--- src/rtl/wb_pkg.sv ---
// Shared Wishbone definitions: bus widths and the arbiter state encoding.
package wb_pkg;
  localparam int WB_ADR_W = 4;
  localparam int WB_DAT_W = 8;

  typedef enum logic [1:0] {
    StIdle   = 2'd0,
    StGrant0 = 2'd1,
    StGrant1 = 2'd2
  } arb_state_e;
endpackage

--- src/rtl/wb_arbiter.sv ---
// Two-controller Wishbone arbiter, round-robin on contention, one idle cycle between grants.
// Define WB_ARBITER_TIMEOUT_EN to abort grants that wait TIMEOUT_CYCLES without ack.
module wb_arbiter
  import wb_pkg::*;
#(
  parameter int unsigned TIMEOUT_CYCLES = 255
) (
  input  logic                clk_i,
  input  logic                rst_i,
  input  logic                m0_wb_we_i,
  input  logic                m1_wb_we_i,
  input  logic [WB_ADR_W-1:0] m0_wb_adr_i,
  input  logic [WB_ADR_W-1:0] m1_wb_adr_i,
  input  logic [WB_DAT_W-1:0] m0_wb_dat_i,
  input  logic [WB_DAT_W-1:0] m1_wb_dat_i,
  input  logic                m0_wb_stb_i,
  input  logic                m1_wb_stb_i,
  output logic [WB_DAT_W-1:0] m0_wb_dat_o,
  output logic [WB_DAT_W-1:0] m1_wb_dat_o,
  output logic                m0_wb_ack_o,
  output logic                m1_wb_ack_o,
  output logic                m0_wb_err_o,
  output logic                m1_wb_err_o,
  output logic                wb_we_o,
  output logic [WB_ADR_W-1:0] wb_adr_o,
  output logic [WB_DAT_W-1:0] wb_dat_o,
  output logic                wb_stb_o,
  input  logic [WB_DAT_W-1:0] wb_dat_i,
  input  logic                wb_ack_i
);
  if (TIMEOUT_CYCLES < 1 || TIMEOUT_CYCLES > 255) begin : g_bad_timeout
    $error("wb_arbiter: TIMEOUT_CYCLES must be 1..255");
  end

  arb_state_e state_q, state_d;
  logic       ptr_q, ptr_d;
  logic       gnt0, gnt1, sel_stb, sel_ack, tmo;

  assign gnt0    = (state_q == StGrant0);
  assign gnt1    = (state_q == StGrant1);
  assign sel_stb = (gnt0 & m0_wb_stb_i) | (gnt1 & m1_wb_stb_i);
  assign sel_ack = sel_stb & wb_ack_i;

  // Bus mux: granted controller passes straight through, idle drives zeros
  always_comb begin
    wb_we_o  = 1'b0;
    wb_adr_o = '0;
    wb_dat_o = '0;
    wb_stb_o = 1'b0;
    if (gnt0) begin
      wb_we_o  = m0_wb_we_i;
      wb_adr_o = m0_wb_adr_i;
      wb_dat_o = m0_wb_dat_i;
      wb_stb_o = m0_wb_stb_i;
    end else if (gnt1) begin
      wb_we_o  = m1_wb_we_i;
      wb_adr_o = m1_wb_adr_i;
      wb_dat_o = m1_wb_dat_i;
      wb_stb_o = m1_wb_stb_i;
    end
  end

  assign m0_wb_ack_o = gnt0 & m0_wb_stb_i & wb_ack_i;
  assign m1_wb_ack_o = gnt1 & m1_wb_stb_i & wb_ack_i;
  assign m0_wb_dat_o = gnt0 ? wb_dat_i : '0;
  assign m1_wb_dat_o = gnt1 ? wb_dat_i : '0;
  assign m0_wb_err_o = gnt0 & tmo;
  assign m1_wb_err_o = gnt1 & tmo;

`ifdef WB_ARBITER_TIMEOUT_EN
  localparam logic [7:0] TmoLast = 8'(TIMEOUT_CYCLES - 1);
  logic [7:0] tmo_cnt_q;

  // Counts completed granted cycles; the cycle that would make it TIMEOUT_CYCLES aborts
  assign tmo = sel_stb & ~wb_ack_i & (tmo_cnt_q == TmoLast);

  always_ff @(posedge clk_i) begin
    if (rst_i || state_q == StIdle) tmo_cnt_q <= '0;
    else                            tmo_cnt_q <= tmo_cnt_q + 8'd1;
  end
`else
  assign tmo = 1'b0;
`endif

  always_ff @(posedge clk_i) begin
    if (rst_i) begin
      state_q <= StIdle;
      ptr_q   <= 1'b0;
    end else begin
      state_q <= state_d;
      ptr_q   <= ptr_d;
    end
  end

  always_comb begin
    state_d = state_q;
    ptr_d   = ptr_q;
    case (state_q)
      StIdle: begin
        if (m0_wb_stb_i && m1_wb_stb_i) state_d = ptr_q ? StGrant1 : StGrant0;
        else if (m0_wb_stb_i)           state_d = StGrant0;
        else if (m1_wb_stb_i)           state_d = StGrant1;
      end
      StGrant0, StGrant1: begin
        if (!sel_stb) begin
          state_d = StIdle;
        end else if (sel_ack || tmo) begin
          state_d = StIdle;
          ptr_d   = gnt0;  // hand priority to the other controller
        end
      end
      default: state_d = StIdle;
    endcase
  end
endmodule
--- config.mk ---
export PLATFORM = sky130hd
export DESIGN_NAME = wb_arbiter
export DESIGN_NICKNAME = d
export VERILOG_FILES = /design/src/rtl/wb_pkg.sv /design/src/rtl/wb_arbiter.sv
export SDC_FILE = /design/constraint.sdc
export NUM_CORES = 1
export LEC_CHECK = 0
export CELL_PAD_IN_SITES_DETAIL_PLACEMENT = 0
export CELL_PAD_IN_SITES_GLOBAL_PLACEMENT = 1
export CORE_AREA = 2 2 84 54
export CTS_BUF_LIST = sky130_fd_sc_hd__clkbuf_8
export CTS_CLUSTER_SIZE = 40
export DETAILED_ROUTE_END_ITERATION = 12
export DIE_AREA = 0 0 86 56
export GPL_TIMING_DRIVEN = 1
export PLACE_DENSITY_LB_ADDON = 0.1
export SYNTH_ARGS = -nofsm -noshare
export SYNTH_HDL_FRONTEND = slang
export SYNTH_SLANG_ARGS = --single-unit
--- constraint.sdc ---
create_clock -name clk_i -period 1.65 [get_ports clk_i]
set_input_delay 0.33 -clock clk_i [delete_from_list [all_inputs] [get_ports clk_i]]
set_output_delay 0.33 -clock clk_i [all_outputs]
set_load 0.01 [all_outputs]
==> impl_metrics.csv, run 1 <==
group,metric,value,unit
global_routing,grt_pass1_wl,4100,um
clock_network,clock-sinks,3,
final_layout,num_antenna_cells,0,
critical_path,crit_start,"state_q[0]$_SDFFE_PP0P_",
timing,fin_hold_ws,0.507,ns
power,power_density,495,mW/mm2
power,power,0.000791,W
critical_path,worst-setup-path-type,"register to output pin",
power,p_clk_share,26.2,%
timing,fmax,0.602,GHz
critical_path,rr_startpoint,"state_q[1]$_SDFFE_PP0P_",
power,combPwrFrac,62.7,%
synthesis,synth_area_leaders,"and2_1 (18%), nand2_1 (15%), dfxtp_1 (11%)",
critical_path,critPathLaunchType,"register",
timing,fin_crit_sh,101,%
power,internal_power,0.000536,W
min_path,hold_class,"register to register",
detailed_routing,route.detailed.drc,0,
synthesis,postSynthCellCount,88,
power,p_leak,0.752,nW
timing,grt_setup_unrepaired,"yes",
critical_path,timing.reg2reg.setup_slack,0.10,ns
synthesis,ys_seq_elements,3,
synthesis,yosysSeqAreaShare,10.9,%
floorplan,start_util,13.8,%
critical_path,crit_path_max_fanout,3,
clock_network,clockBufferDepth,2,
synthesis,synth_top_area_share,18.2,%
global_routing,antenna_found_initial,0,
critical_path,r2r_cells,7,
global_routing,grt_pass1_vias,842,
clock_network,h-tree-depth,1,
synthesis,ys_warn_count,0,
min_path,min_from,"ptr_q$_SDFFE_PP0P_",
floorplan,core-area,0.00399,mm2
critical_path,worst_r2r_endpoint,"state_q[1]$_SDFFE_PP0P_",
power,p_sw,0.000255,W
power,pwr-share-seq,11.1,%
clock_network,insertion_delay,0.21,ns
detailed_routing,drt_iter0_drc,15,
timing,fin_crit,1.66,ns
global_routing,grt_max_degree,16,
final_layout,n_fill_cell,421,
synthesis,yosysTopAreaCell,"and2_1",
power,switching_share,32.3,%
placed_design,gp_congestion,0.750,
clock_network,root_buffer,"clkbuf_8",
min_path,hold_depth,2,
clock_network,cts_tree,"built",
floorplan,die_h,56,um
clock_network,cts_inserted_buffers,3,
clock_network,path_clk_slew,0.03,ns
detailed_routing,ant_nets,0,
global_routing,overflow,0,
timing,fin_worst_skew,0.00246,ns
timing,worst_slack,-0.0116,ns
synthesis,syn_area,551,um2
timing,finalMaxSlewViolations,0,
detailed_routing,via_count,915,
final_layout,fin_nets,221,
floorplan,num_io_pins,73,
placed_design,hpwl,2110,um
timing,hold_viol,0,
floorplan,num_rows,18,
synthesis,synth.avg_cell_area,6.26,um2
detailed_routing,routedWlPerCell,11.7,um
status,violations,"setup timing",
detailed_routing,firstDrtPassIters,4,
timing,setup_viol_count_final,3,
min_path,holdPathEnd,"ptr_q$_SDFFE_PP0P_",
job,max_cap_violations,0,
placed_design,io_buffers,70,
detailed_routing,finalWirelength,2670,um
global_routing,grtUsageTotal,10.4,%
floorplan,dieWidth,86,um
critical_path,critPathArrivalTime,1.33,ns
final_layout,area_growth_syn_to_layout,190,%
detailed_routing,vias_per_cell,4.01,
power,peakVddDrop,0.000371,V
critical_path,end_kind,"output pin",
floorplan,die-area,0.00482,mm2
synthesis,synth_cell_types,24,
status,status,"finished with violations",
critical_path,cp.required,1.32,ns
final_layout,drive_above_1_share,50.0,%
state kept, by name (all words and copies together), names as in the netlist:
name,flops
ptr_q,1
state_q,2
worst max path at each step:
stage                  end  cells after the start  slack [ns]
2_1_floorplan  wb_adr_o[0]                      5        0.17
3_3_place_gp      wb_stb_o                      4       -0.31
3_5_place_dp      wb_stb_o                      4       -0.36
4_1_cts        wb_adr_o[3]                      6       -0.03
5_1_grt        wb_adr_o[3]                      6       -0.08
6_report       wb_adr_o[3]                      6       -0.01
cells in the mapped netlist, drive strengths merged:
cell type,instances
clkbuf,4
a21oi,1
mux2i,2
a22o,4
nor2,4
a21boi,1
nor2b,1
buf,4
nand2,22
dfxtp,3
ha,3
a32oi,1
nand3b,1
nand2b,2
nand3,1
o21ai,11
inv,3
nand4,1
a2bb2oi,1
and2,16
or3b,1
conb,1
critical path, cell delays in order, from the launching register on:
cell	delay [ns]
dfxtp_4	0.37
inv_4	0.04
ha_4	0.16
buf_6	0.12
nor2b_4	0.12
a22o_1	0.17
buf_2	0.14
cell families (layout without fill, tap and decap cells):
family,Yosys count,count (layout),share of synthesized area [%]
other,1,2,0.681
buffers and inverters,11,100,10.5
DFF,3,3,10.9
adders and majority gates,3,3,6.82
AOI/OAI and AO/OA,19,19,23.2
and+or+nand+nor,49,49,44.3
muxes,2,2,3.64
power groups by stage:
stage	logic, W	registers [W]	clock network (W)
after floorplan	0.000155	0.0000824	0
after global placement	0.000428	0.0000833	0
after detailed placement	0.000431	0.0000838	0
after CTS	0.000432	0.0000880	0.000214
after global routing	0.000534	0.0000892	0.000221
final	0.000496	0.0000878	0.000207
cells in the final DEF, fill, tap and decap left out, types with 3 or more instances in the layout:
master           count
nand2_4              4
clkbuf_2             4
clkdlybuf4s50_1     38
o21ai_2              4
and2_1               6
and2_4              10
nand2_2              3
nor2_1               3
clkbuf_8             3
ha_4                 3
o21ai_1              6
buf_6               21
buf_2               17
nand2_1             15
buf_4               11
a22o_1               4
metal layers:
metal	routed length [um]	track usage, %	up-vias
met5	0	0	-
met2	1310	17.5	34
met3	185	2.37	0
met1	1180	13.8	413
met4	0	1.36	0
li1	-	-	468
what timing repair did:
item	CTS	global route
buffers inserted	3	2
hold buffers	0	0
setup endpoints to repair	34	30
pin swaps	2	18
gates resized for setup	157	48
gates cloned	1	0
layout make-up:
| type | instances | area, um2 | area share, % |
|---|---|---|---|
| Timing Repair Buffer | 93 | 840 | 52.5 |
| Multi-Input combinational cell | 75 | 567 | 35.5 |
| Sequential cell | 3 | 67.6 | 4.23 |
| Tap cell | 50 | 62.6 | 3.92 |
| Clock buffer | 3 | 41.3 | 2.58 |
| Inverter | 3 | 16.3 | 1.02 |
| Clock inverter | 1 | 3.75 | 0.235 |
through the flow:
step	cell area [um2]	utilization (%)	TNS [ns]	worst slack, ns	std cells
6_report	1600	40.1	-0.0230	-0.0116	228
5_1_grt	1600	40.1	-0.669	-0.0846	228
4_1_cts	1450	36.3	-0.0773	-0.0272	226
3_5_place_dp	1410	35.4	-7.66	-0.355	218
3_3_place_gp	1410	35.4	-7.01	-0.311	218
2_1_floorplan	554	-	0	0.168	89
(Power assumes the default switching activity.)
==> run 2, diff against run 1 <==
Settings changed: GPL_TIMING_DRIVEN 1 to default.
==> results of run 2 <==
Final layout, timing and power as in run 1 (identical DEF).
